`src/rtl/multicycle_ctrl.sv`:
```
// Multicycle control FSM: addi in 4 cycles (FETCH-DECODE-EXEC_I-WB), beq/bne in 3 (FETCH-DECODE-EXEC_B).
// The FETCH wait on imem_ack is unbounded; unsupported encodings park the core in HALT until rst.
module multicycle_ctrl #(
  parameter int CNT_WIDTH = 16
) (
  input  logic                 clk,
  input  logic                 rst,
  input  logic [31:0]          instr,
  input  logic                 imem_ack,
  input  logic                 zero,
  output logic                 imem_req,
  output logic                 ir_write,
  output logic                 imm_src,
  output logic                 alu_src,
  output logic [2:0]           alu_ctrl,
  output logic                 reg_write,
  output logic                 pc_write,
  output logic                 pc_src,
  output logic                 illegal,
  output logic [CNT_WIDTH-1:0] retired
);

  typedef enum logic [2:0] {
    S_FETCH  = 3'd0,
    S_DECODE = 3'd1,
    S_EXEC_I = 3'd2,
    S_WB     = 3'd3,
    S_EXEC_B = 3'd4,
    S_HALT   = 3'd5
  } state_t;

  localparam logic [6:0] OP_IMM    = 7'b0010011;
  localparam logic [6:0] OP_BRANCH = 7'b1100011;
  localparam logic [2:0] ALU_ADD   = 3'b000;
  localparam logic [2:0] ALU_SUB   = 3'b001;

  state_t                 state_q, state_d;
  logic                   illegal_q, illegal_d;
  logic                   is_bne_q, is_bne_d;
  logic [CNT_WIDTH-1:0]   retired_q, retired_d;

  logic [6:0] opcode;
  logic [2:0] funct3;
  logic       unused_instr_bits;

  assign opcode            = instr[6:0];
  assign funct3            = instr[14:12];
  assign unused_instr_bits = ^{instr[31:15], instr[11:7]};

  assign illegal = illegal_q;
  assign retired = retired_q;

  always_comb begin
    state_d   = state_q;
    illegal_d = illegal_q;
    is_bne_d  = is_bne_q;
    retired_d = retired_q;
    imem_req  = 1'b0;
    ir_write  = 1'b0;
    imm_src   = 1'b0;
    alu_src   = 1'b0;
    alu_ctrl  = ALU_ADD;
    reg_write = 1'b0;
    pc_write  = 1'b0;
    pc_src    = 1'b0;

    case (state_q)
      S_FETCH: begin
        imem_req = 1'b1;
        ir_write = imem_ack;
        if (imem_ack) state_d = S_DECODE;
      end
      S_DECODE: begin
        if (opcode == OP_IMM && funct3 == 3'b000) begin
          state_d = S_EXEC_I;
        end else if (opcode == OP_BRANCH && funct3[2:1] == 2'b00) begin
          state_d  = S_EXEC_B;
          is_bne_d = funct3[0];
        end else begin
          state_d   = S_HALT;
          illegal_d = 1'b1;
        end
      end
      S_EXEC_I: begin
        alu_src = 1'b1;
        state_d = S_WB;
      end
      S_WB: begin
        alu_src   = 1'b1;
        reg_write = 1'b1;
        pc_write  = 1'b1;
        retired_d = retired_q + 1'b1;
        state_d   = S_FETCH;
      end
      S_EXEC_B: begin
        imm_src   = 1'b1;
        alu_ctrl  = ALU_SUB;
        pc_write  = 1'b1;
        // Branch taken when the SUB result matches the captured condition.
        pc_src    = is_bne_q ? ~zero : zero;
        retired_d = retired_q + 1'b1;
        state_d   = S_FETCH;
      end
      S_HALT: state_d = S_HALT;
      default: state_d = S_FETCH;
    endcase

    // Reset aborts any in-flight instruction, so no strobe may escape this cycle.
    if (rst) begin
      imem_req  = 1'b0;
      ir_write  = 1'b0;
      reg_write = 1'b0;
      pc_write  = 1'b0;
    end
  end

  always_ff @(posedge clk) begin
    if (rst) begin
      state_q   <= S_FETCH;
      illegal_q <= 1'b0;
      is_bne_q  <= 1'b0;
      retired_q <= '0;
    end else begin
      state_q   <= state_d;
      illegal_q <= illegal_d;
      is_bne_q  <= is_bne_d;
      retired_q <= retired_d;
    end
  end

endmodule

```
`config.mk`:
```
export PLATFORM = sky130hd
export DESIGN_NAME = multicycle_ctrl
export DESIGN_NICKNAME = d
export VERILOG_FILES = /design/src/rtl/multicycle_ctrl.sv
export SDC_FILE = /design/constraint.sdc
export NUM_CORES = 1
export LEC_CHECK = 0
export CORE_ASPECT_RATIO = 0.8
export CORE_MARGIN = 2
export CORE_UTILIZATION = 40
export DETAILED_ROUTE_END_ITERATION = 8
export GPL_ROUTABILITY_DRIVEN = 1
export PLACE_DENSITY_LB_ADDON = 0.3
export SLEW_MARGIN = 20
export SYNTH_ARGS = -nofsm -noshare
export SYNTH_HDL_FRONTEND = slang
export SYNTH_SLANG_ARGS = --single-unit
```
`constraint.sdc`:
```
create_clock -name clk -period 3.75 [get_ports clk]
set_clock_uncertainty 0.15 [all_clocks]
set_input_delay 0.5625 -clock clk [delete_from_list [all_inputs] [get_ports clk]]
set_output_delay 0.5625 -clock clk [all_outputs]
set_load 0.02 [all_outputs]
```
==> impl_results.html, run 1 <==
<table>
<tr><th>Metric</th><th>Value</th></tr>
<tr><th colspan="2">Final layout</th></tr>
<tr><td>Commonest cells after routing, fill and taps aside</td><td>sky130_fd_sc_hd__clkdlybuf4s50_1 (38), sky130_fd_sc_hd__dfxtp_1 (21), sky130_fd_sc_hd__a21oi_1 (15), sky130_fd_sc_hd__nor2_1 (9), sky130_fd_sc_hd__or3_1 (9)</td></tr>
<tr><td>Area of combinational cells with multiple inputs</td><td>about 580 sq um</td></tr>
<tr><td>Most common cell after layout, fill and taps aside</td><td>sky130_fd_sc_hd__clkdlybuf4s50_1</td></tr>
<tr><td>Number of inserted filler cells in the final layout</td><td>approximately 250</td></tr>
<tr><td>Utilization after layout</td><td>between 50 and 60%</td></tr>
<tr><td>Fraction of layout instances using a drive strength above 1</td><td>approximately 3.0%</td></tr>
<tr><td>P&amp;R area growth vs syn</td><td>35.6%</td></tr>
<tr><td>Area used by sequential logic in the layout</td><td>approximately 420 sq um</td></tr>
<tr><td>Diode count</td><td>0</td></tr>
<tr><td>Final Net Count</td><td>202</td></tr>
<tr><th colspan="2">Worst setup path</th></tr>
<tr><td>Setup Crit Path Kind</td><td>flop to output pin</td></tr>
<tr><td>Arrival time at the worst endpoint</td><td>2130 ps</td></tr>
<tr><td>Required @ worst endpoint</td><td>about 3000 ps</td></tr>
<tr><td>Sort of element at the start of the critical path</td><td>flop</td></tr>
<tr><td>CP endpoint kind</td><td>output pin</td></tr>
<tr><td>Worst-path maximum fanout</td><td>10</td></tr>
<tr><th colspan="2">Floorplanning</th></tr>
<tr><td>Core region area</td><td>2520 sq um</td></tr>
<tr><td>Total die area</td><td>3160 sq um</td></tr>
<tr><td>Y dimension of the die</td><td>50.7 um</td></tr>
<tr><td>Initial cell density of the core</td><td>43.2%</td></tr>
<tr><td>Number of cell rows</td><td>16</td></tr>
<tr><td>Number of ports placed on the die boundary</td><td>63</td></tr>
<tr><td>Die boundary width</td><td>a little over 60 um</td></tr>
<tr><th colspan="2">Global route</th></tr>
<tr><td>Vias in the first global route</td><td>between 800 and 900</td></tr>
<tr><td>Sum of overflow across all layers after global routing</td><td>0</td></tr>
<tr><td>All-Layer GR Usage</td><td>about 15%</td></tr>
<tr><td>Initial antenna violation count</td><td>0</td></tr>
<tr><td>Pin count of the biggest net entering global routing</td><td>24</td></tr>
<tr><td>Global-route wire length before repair</td><td>~3.7 mm</td></tr>
<tr><th colspan="2">Timing</th></tr>
<tr><td>Unrepaired setup endpoints after global routing</td><td>false</td></tr>
<tr><td>Shortest clock period the worst path allows after layout</td><td>roughly 2800 ps</td></tr>
<tr><td>Period utilization</td><td>between 70% and 80%</td></tr>
<tr><td>Number of failing hold endpoints at the final stage</td><td>0</td></tr>
<tr><td>Final number of max-transition violations</td><td>0</td></tr>
<tr><td>Timing-limited maximum frequency</td><td>0.351 GHz</td></tr>
<tr><td>Worst slew slack as a fraction of its limit</td><td>between 60% and 70%</td></tr>
<tr><td>Worst hold slack</td><td>approximately 330 ps</td></tr>
<tr><td>Setup TNS after final layout</td><td>0 ps</td></tr>
<tr><td>Transition time at the pin with the least slew margin</td><td>between 500 and 600 ps</td></tr>
<tr><td>Setup-failing EPs final</td><td>0</td></tr>
<tr><th colspan="2">Drt</th></tr>
<tr><td>Number of optimization iterations in the first detailed-route pass</td><td>4</td></tr>
<tr><td>Routed length on met2</td><td>1.16 mm</td></tr>
<tr><td>Via count</td><td>roughly 1100</td></tr>
<tr><td>Met1 layer wirelength in the final routing</td><td>roughly 1.0 mm</td></tr>
<tr><td>Met3 WL</td><td>approximately 130 um</td></tr>
<tr><td>Sum of routed wire length over all layers</td><td>~2.4 mm</td></tr>
<tr><td>Antenna violation net count after detailed routing</td><td>0</td></tr>
<tr><td>Iter 0 DRT Violations</td><td>55</td></tr>
<tr><td>Via density per instance</td><td>5.29</td></tr>
<tr><td>Highest metal layer with signal wires</td><td>met4</td></tr>
<tr><td>Post-route DRC violation count</td><td>0</td></tr>
<tr><td>DR WL/cell</td><td>roughly 12 um</td></tr>
<tr><th colspan="2">Placed design</th></tr>
<tr><td>Buffers added on ports</td><td>38</td></tr>
<tr><td>Routability-driven placement congestion ratio</td><td>~0.75</td></tr>
<tr><td>HPWL after DPL</td><td>about 1.7 mm</td></tr>
<tr><th colspan="2">CTS</th></tr>
<tr><td>Number of buffers inserted during clock tree synthesis</td><td>3</td></tr>
<tr><td>Number of setup buffers added after CTS</td><td>0</td></tr>
<tr><td>Deepest level of the CTS H-tree</td><td>1</td></tr>
<tr><td>Post-cts sizing count</td><td>0</td></tr>
<tr><td>Number of hold buffers added after cts</td><td>0</td></tr>
<tr><td>Bufs on Longest Clock Path</td><td>2</td></tr>
<tr><td>Clock transition at the registers of the reported paths</td><td>about 120 ps</td></tr>
<tr><td>Number of sinks driven by the clock tree</td><td>21</td></tr>
<tr><td>Clock latency at the later pin of the worst-skew pair</td><td>roughly 300 ps</td></tr>
<tr><td>Clock tree root buffer cell</td><td>sky130_fd_sc_hd__clkbuf_4</td></tr>
<tr><td>TritonCTS clock tree</td><td>done</td></tr>
<tr><th colspan="2">Logic synthesis</th></tr>
<tr><td>Async set-or-reset flop fraction in the synthesized netlist</td><td>0%</td></tr>
<tr><td>Parity-gate share of the synthesized area counting xor and xnor cells</td><td>under 10%</td></tr>
<tr><td>Share of synthesized cell area in full adder, half adder and majority cells</td><td>1.15%</td></tr>
<tr><td>Flops &amp; latches, synth</td><td>21</td></tr>
<tr><td>Average cell area after synthesis</td><td>approximately 8.4 sq um</td></tr>
<tr><td>Post-synth EDFFs</td><td>0</td></tr>
<tr><td>Share of synthesized cell area in and, or, nand and nor gates</td><td>between 20% and 30%</td></tr>
<tr><td>Number of warnings issued by yosys</td><td>0</td></tr>
<tr><td>Most common flop cell mapped by yosys</td><td>sky130_fd_sc_hd__dfxtp_1</td></tr>
<tr><td>Dominant combinational cell family by area after synthesis</td><td>simple AND/OR/NAND/NOR gates</td></tr>
<tr><td>Portion of netlist area occupied by mux cells</td><td>less than 1%</td></tr>
<tr><td>Share of the yosys chip area belonging to registers</td><td>about two fifths</td></tr>
<tr><td>Count of cell types in the netlist</td><td>39</td></tr>
<tr><td>Cell area after synthesis</td><td>roughly 1100 sq um</td></tr>
<tr><td>Number of cells produced by synthesis</td><td>130</td></tr>
<tr><td>Share of the synthesized area in compound gates (AO/OA/AOI/OAI)</td><td>17.3%</td></tr>
<tr><th colspan="2">Power and ir drop</th></tr>
<tr><td>Leakage</td><td>between 0.4 and 0.5 nW</td></tr>
<tr><td>Total power divided by cell area</td><td>~280 nW/um^2</td></tr>
<tr><td>Worst voltage drop across the vdd grid</td><td>0.185 mV</td></tr>
<tr><th colspan="2">Hold path</th></tr>
<tr><td>Path type of the worst min-delay path</td><td>flop to flop</td></tr>
<tr><th colspan="2">Job</th></tr>
<tr><td>Max-cap violation count</td><td>0</td></tr>
<tr><th colspan="2">Status</th></tr>
<tr><td>Run status</td><td>completed</td></tr>
</table>
==> cells in the mapped netlist, types with 3 or more instances <==
cell type	count	area share (%)
sky130_fd_sc_hd__o21ai_1	4	1.8
sky130_fd_sc_hd__buf_4	4	2.8
sky130_fd_sc_hd__xnor2_1	6	4.8
sky130_fd_sc_hd__nand3_1	6	2.8
sky130_fd_sc_hd__buf_6	3	3.1
sky130_fd_sc_hd__nand2_1	7	2.4
sky130_fd_sc_hd__a21oi_1	15	6.9
sky130_fd_sc_hd__o21ai_0	6	2.8
sky130_fd_sc_hd__or3_1	9	5.2
sky130_fd_sc_hd__nor2_1	9	3.1
sky130_fd_sc_hd__dfxtp_1	21	39
sky130_fd_sc_hd__inv_1	4	1.4
sky130_fd_sc_hd__nand4_1	4	2.3
==> where the power goes <==
part / switching [W] / total, W / leakage, nW / internal (W)
Clock: 0.0000697 / 0.000109 / 0.0177 / 0.0000398
Combinational: 0.0000284 / 0.0000624 / 0.285 / 0.0000340
Sequential: 0.00000775 / 0.000236 / 0.170 / 0.000228
Total: 0.000106 / 0.000408 / 0.472 / 0.000302
==> state kept, by name, indices dropped and copies added (netlist names) <==
register,count
state_q,3
retired,16
is_bne_q,1
illegal,1
==> metal layers <==
metal	vias to the layer above	global-route usage, %
met5	-	0
li1	534	-
met1	491	17.3
met4	0	3.70
met3	2	5.38
met2	30	26.1
==> worst max-delay path, cell delays in order (launching register included) <==
cell	delay, ps
sky130_fd_sc_hd__dfxtp_1	510
sky130_fd_sc_hd__or3b_1	530
sky130_fd_sc_hd__a21oi_1	170
sky130_fd_sc_hd__clkdlybuf4s50_1	620
==> per-stage QoR <==
step	cells	instance area [sq um]	setup WS, ps	power [W]
6_report	200	1480	904	0.000408
3_5_place_dp	196	1450	897	0.000303
3_3_place_gp	196	1450	925	0.000302
4_1_cts	200	1480	901	0.000413
5_1_grt	200	1480	751	0.000428
2_1_floorplan	131	1090	1460	0.000278
==> kinds of logic after synthesis <==
logic type	count (synthesis)
simple gates	53
compound gates	33
flops	21
buf+inv	14
xor+xnor	6
fa+ha+maj	1
other cells	1
mux	1
==> area by class of cell <==
type / instances / share of cell area [%]
clock inverter: 1 / 0.339
clock buffer: 3 / 1.52
tap: 36 / 3.05
timing repair buffer: 39 / 26.2
inverter: 4 / 1.02
multi-input combinational: 96 / 39.4
sequential: 21 / 28.5
==> path summary, 6_finish.rpt <==
kind	startpoint	endpoint	slack, ps	cells after the start
worst max-delay path	state_q[2]$_SDFFE_PP0P_	pc_write	900	3
worst min-delay path	retired[15]$_SDFFE_PP0N_	retired[15]$_SDFFE_PP0N_	330	2
worst max register to register	state_q[2]$_SDFFE_PP0P_	retired[15]$_SDFFE_PP0N_	1480	4
worst min register to register	retired[15]$_SDFFE_PP0N_	retired[15]$_SDFFE_PP0N_	330	2
No activity file was read; power rests on OpenSTA's default activity.
==> inputs of run 2 (changes only) <==
--- a/config.mk
+++ b/config.mk
@@ -7,7 +7,7 @@
 export LEC_CHECK = 0
 export CORE_ASPECT_RATIO = 0.8
 export CORE_MARGIN = 2
-export CORE_UTILIZATION = 40
+export CORE_UTILIZATION = 37
 export DETAILED_ROUTE_END_ITERATION = 8
 export GPL_ROUTABILITY_DRIVEN = 1
 export PLACE_DENSITY_LB_ADDON = 0.3
==> constraint.sdc (replaced) <==
create_clock -name clk -period 2.75 [get_ports clk]
set_clock_uncertainty 0.15 [all_clocks]
set_input_delay 0.4125 -clock clk [delete_from_list [all_inputs] [get_ports clk]]
set_output_delay 0.4125 -clock clk [all_outputs]
set_load 0.02 [all_outputs]
==> run 2 against run 1 <==
  * First-iteration DRC count down 80%
  * Final cell count up 1.0%
  * Hold slack worse by 4.6 ps
  * Register-to-register slack worse by 920 ps
  * Clock-buffer cell count unchanged
  * Non-clock buffer count unchanged
  * Wire length about the same
  * Sequential share of layout area down 0.45 points
  * Die area up 7.5%
  * Combinational power up 39%
  * Critical endpoint unchanged
==> impl_results.html, run 2 (synthesized netlist as in run 1, its figures left out) <==
<table>
<tr><th>Metric</th><th>Value</th></tr>
<tr><th colspan="2">Final layout</th></tr>
<tr><td>Fraction of layout instances using a drive strength above 1</td><td>3.66% (was 3.05%)</td></tr>
<tr><td>Diode count</td><td>0 (unchanged)</td></tr>
<tr><td>Most common cell after layout, fill and taps aside</td><td>sky130_fd_sc_hd__clkdlybuf4s50_1 (unchanged)</td></tr>
<tr><td>Final Net Count</td><td>202 (unchanged)</td></tr>
<tr><td>Commonest cells after routing, fill and taps aside</td><td>sky130_fd_sc_hd__clkdlybuf4s50_1 (38), sky130_fd_sc_hd__dfxtp_1 (21), sky130_fd_sc_hd__a21oi_1 (15), sky130_fd_sc_hd__nor2_1 (9), sky130_fd_sc_hd__or3_1 (9) (unchanged)</td></tr>
<tr><td>Largest register FFs</td><td>16 (unchanged)</td></tr>
<tr><td>P&amp;R area growth vs syn</td><td>37.8% (was 35.6%)</td></tr>
<tr><th colspan="2">Timing</th></tr>
<tr><td>Setup-failing EPs final</td><td>0 (unchanged)</td></tr>
<tr><td>Setup TNS after final layout</td><td>0 ps (unchanged)</td></tr>
<tr><td>Timing-limited maximum frequency</td><td>between 0.3 and 0.4 GHz</td></tr>
<tr><td>Transition time at the pin with the least slew margin</td><td>526 ps (was 585 ps)</td></tr>
<tr><td>Unrepaired setup endpoints after global routing</td><td>false (unchanged)</td></tr>
<tr><td>Number of failing hold endpoints at the final stage</td><td>0 (unchanged)</td></tr>
<tr><td>Worst slew slack as a fraction of its limit</td><td>64.4% (was 60.5%)</td></tr>
<tr><td>Period utilization</td><td>a little over 90%</td></tr>
<tr><td>Final number of max-transition violations</td><td>0 (unchanged)</td></tr>
<tr><td>Shortest clock period the worst path allows after layout</td><td>about 2500 ps</td></tr>
<tr><th colspan="2">Global route</th></tr>
<tr><td>Pin count of the biggest net entering global routing</td><td>23 (was 24)</td></tr>
<tr><td>Global Route met2 Usage</td><td>27.6% (was 26.1%)</td></tr>
<tr><td>Global-route wire length before repair</td><td>3.93 mm (was 3.68 mm)</td></tr>
<tr><td>Sum of overflow across all layers after global routing</td><td>0 (unchanged)</td></tr>
<tr><td>Initial antenna violation count</td><td>0 (unchanged)</td></tr>
<tr><td>Met1 GRT Util</td><td>17.4% (was 17.3%)</td></tr>
<tr><td>Vias in the first global route</td><td>933 (was 849)</td></tr>
<tr><td>Most congested layer reported by global routing</td><td>met2 (unchanged)</td></tr>
<tr><td>All-Layer GR Usage</td><td>15.2% (was 14.8%)</td></tr>
<tr><td>Global-route met3 utilization</td><td>4.52% (was 5.38%)</td></tr>
<tr><th colspan="2">CTS</th></tr>
<tr><td>Number of setup buffers added after CTS</td><td>0 (unchanged)</td></tr>
<tr><td>TritonCTS clock tree</td><td>done (unchanged)</td></tr>
<tr><td>Number of hold buffers added after cts</td><td>0 (unchanged)</td></tr>
<tr><td>Number of buffers inserted during clock tree synthesis</td><td>3 (unchanged)</td></tr>
<tr><td>Clock transition at the registers of the reported paths</td><td>70 ps (was 120 ps)</td></tr>
<tr><td>Bufs on Longest Clock Path</td><td>2 (unchanged)</td></tr>
<tr><td>Deepest level of the CTS H-tree</td><td>1 (unchanged)</td></tr>
<tr><td>Clock tree root buffer cell</td><td>sky130_fd_sc_hd__clkbuf_8 (was sky130_fd_sc_hd__clkbuf_4)</td></tr>
<tr><td>Clock latency at the later pin of the worst-skew pair</td><td>250 ps (was 300 ps)</td></tr>
<tr><td>Number of sinks driven by the clock tree</td><td>21 (unchanged)</td></tr>
<tr><td>Post-cts sizing count</td><td>0 (unchanged)</td></tr>
<tr><th colspan="2">Drt</th></tr>
<tr><td>Via count</td><td>1048 (was 1057)</td></tr>
<tr><td>Number of optimization iterations in the first detailed-route pass</td><td>4 (unchanged)</td></tr>
<tr><td>Via density per instance</td><td>5.19 (was 5.29)</td></tr>
<tr><td>Post-route DRC violation count</td><td>0 (unchanged)</td></tr>
<tr><td>Iter 0 DRT Violations</td><td>11 (was 55)</td></tr>
<tr><td>Sum of routed wire length over all layers</td><td>2.36 mm (was 2.35 mm)</td></tr>
<tr><td>DR WL/cell</td><td>11.7 um (was 11.8 um)</td></tr>
<tr><td>Antenna violation net count after detailed routing</td><td>0 (unchanged)</td></tr>
<tr><th colspan="2">Floorplanning</th></tr>
<tr><td>Die boundary width</td><td>64.7 um (was 62.4 um)</td></tr>
<tr><td>Number of ports placed on the die boundary</td><td>63 (unchanged)</td></tr>
<tr><td>Core region area</td><td>2790 sq um (was 2520 sq um)</td></tr>
<tr><td>Y dimension of the die</td><td>52.5 um (was 50.7 um)</td></tr>
<tr><td>Initial cell density of the core</td><td>39.1% (was 43.2%)</td></tr>
<tr><td>Total die area</td><td>3400 sq um (was 3160 sq um)</td></tr>
<tr><td>Number of cell rows</td><td>17 (was 16)</td></tr>
<tr><th colspan="2">Placed design</th></tr>
<tr><td>Buffers added on ports</td><td>38 (unchanged)</td></tr>
<tr><td>HPWL after DPL</td><td>1.79 mm (was 1.73 mm)</td></tr>
<tr><td>Routability-driven placement congestion ratio</td><td>0.698 (was 0.753)</td></tr>
<tr><th colspan="2">Power and ir drop</th></tr>
<tr><td>Worst voltage drop across the vdd grid</td><td>0.266 mV (was 0.185 mV)</td></tr>
<tr><td>Register share of total power</td><td>53.0% (was 57.8%)</td></tr>
<tr><td>Total net switching power</td><td>0.000146 W (was 0.000106 W)</td></tr>
<tr><td>Comb power frac</td><td>14.3% (was 15.3%)</td></tr>
<tr><td>Switching power as a share of total power</td><td>24.1% (was 26.0%)</td></tr>
<tr><td>Leakage</td><td>0.482 nW (was 0.472 nW)</td></tr>
<tr><td>Total power divided by cell area</td><td>403 nW/um^2 (was 276 nW/um^2)</td></tr>
<tr><td>Internal power consumption</td><td>0.000459 W (was 0.000302 W)</td></tr>
<tr><td>Post-route total power</td><td>0.000605 W (was 0.000408 W)</td></tr>
<tr><td>Portion of total power attributed to the clock network</td><td>32.7% (was 26.9%)</td></tr>
<tr><th colspan="2">Job</th></tr>
<tr><td>Max-cap violation count</td><td>0 (unchanged)</td></tr>
<tr><th colspan="2">Worst setup path</th></tr>
<tr><td>Sort of element at the start of the critical path</td><td>flop (unchanged)</td></tr>
<tr><td>CP endpoint kind</td><td>output pin (unchanged)</td></tr>
<tr><td>Arrival time at the worst endpoint</td><td>1980 ps (was 2130 ps)</td></tr>
<tr><td>Worst-path maximum fanout</td><td>10 (unchanged)</td></tr>
<tr><td>Setup Crit Path Kind</td><td>flop to output pin (unchanged)</td></tr>
<tr><td>Required @ worst endpoint</td><td>2190 ps (was 3040 ps)</td></tr>
<tr><th colspan="2">Hold path</th></tr>
<tr><td>Path type of the worst min-delay path</td><td>flop to flop (unchanged)</td></tr>
<tr><th colspan="2">Status</th></tr>
<tr><td>Run status</td><td>completed (unchanged)</td></tr>
</table>
## run 2: layout make-up
class,instances,area [sq um]
inverters,4,15.0
flip-flops and latches,21,420
well taps,38,47.5
fillers,264,1280
repair buffers,39,388
clock buffers,3,41.3
clock inverters,1,5.00
multi-input cells,96,584
## run 2: path summary, 6_finish.rpt
| kind | end | slack (ps) | cells past startpoint | startpoint |
|---|---|---|---|---|
| setup / recovery | pc_write | 200 | 3 | state_q[2]$_SDFFE_PP0P_ |
| hold / removal | illegal$_SDFFE_PP0P_ | 330 | 2 | illegal$_SDFFE_PP0P_ |
| hold reg to reg | illegal$_SDFFE_PP0P_ | 330 | 2 | illegal$_SDFFE_PP0P_ |
| setup reg to reg | retired[15]$_SDFFE_PP0N_ | 560 | 4 | state_q[2]$_SDFFE_PP0P_ |
## run 2: power by group through the flow
| stage | Sequential, W | Combinational (W) | Clock, W |
|---|---|---|---|
| 2_1_floorplan | 0.000326 | 0.0000531 | 0 |
| 3_3_place_gp | 0.000327 | 0.0000845 | 0 |
| 3_5_place_dp | 0.000327 | 0.0000863 | 0 |
| 4_1_cts | 0.000320 | 0.0000864 | 0.000207 |
| 5_1_grt | 0.000323 | 0.0000934 | 0.000227 |
| 6_report | 0.000320 | 0.0000866 | 0.000198 |
## run 2: per-layer routing
metal	vias up	wire, um
li1	535	-
met1	481	1020
met2	30	1200
met3	2	107
met4	0	21
met5	-	0
## run 2: through the flow
step / hold slack, ps / worst slack [ps] / cells / instance area, sq um / util (%)
finish: 329 / 203 / 202 / 1500 / 53.9
global route: 365 / 78.5 / 202 / 1500 / 53.9
CTS: 337 / 103 / 202 / 1500 / 53.8
floorplan: 335 / 646 / 131 / 1090 / -
detailed placement: 319 / 319 / 198 / 1450 / 52.1
global placement: 309 / 357 / 198 / 1450 / 52.1
## run 2: worst max-delay path, stage by stage (launching register included)
cell and delay (ps):
sky130_fd_sc_hd__dfxtp_1 480, sky130_fd_sc_hd__or3b_4 480, sky130_fd_sc_hd__a21oi_1 140, sky130_fd_sc_hd__clkdlybuf4s50_1 620
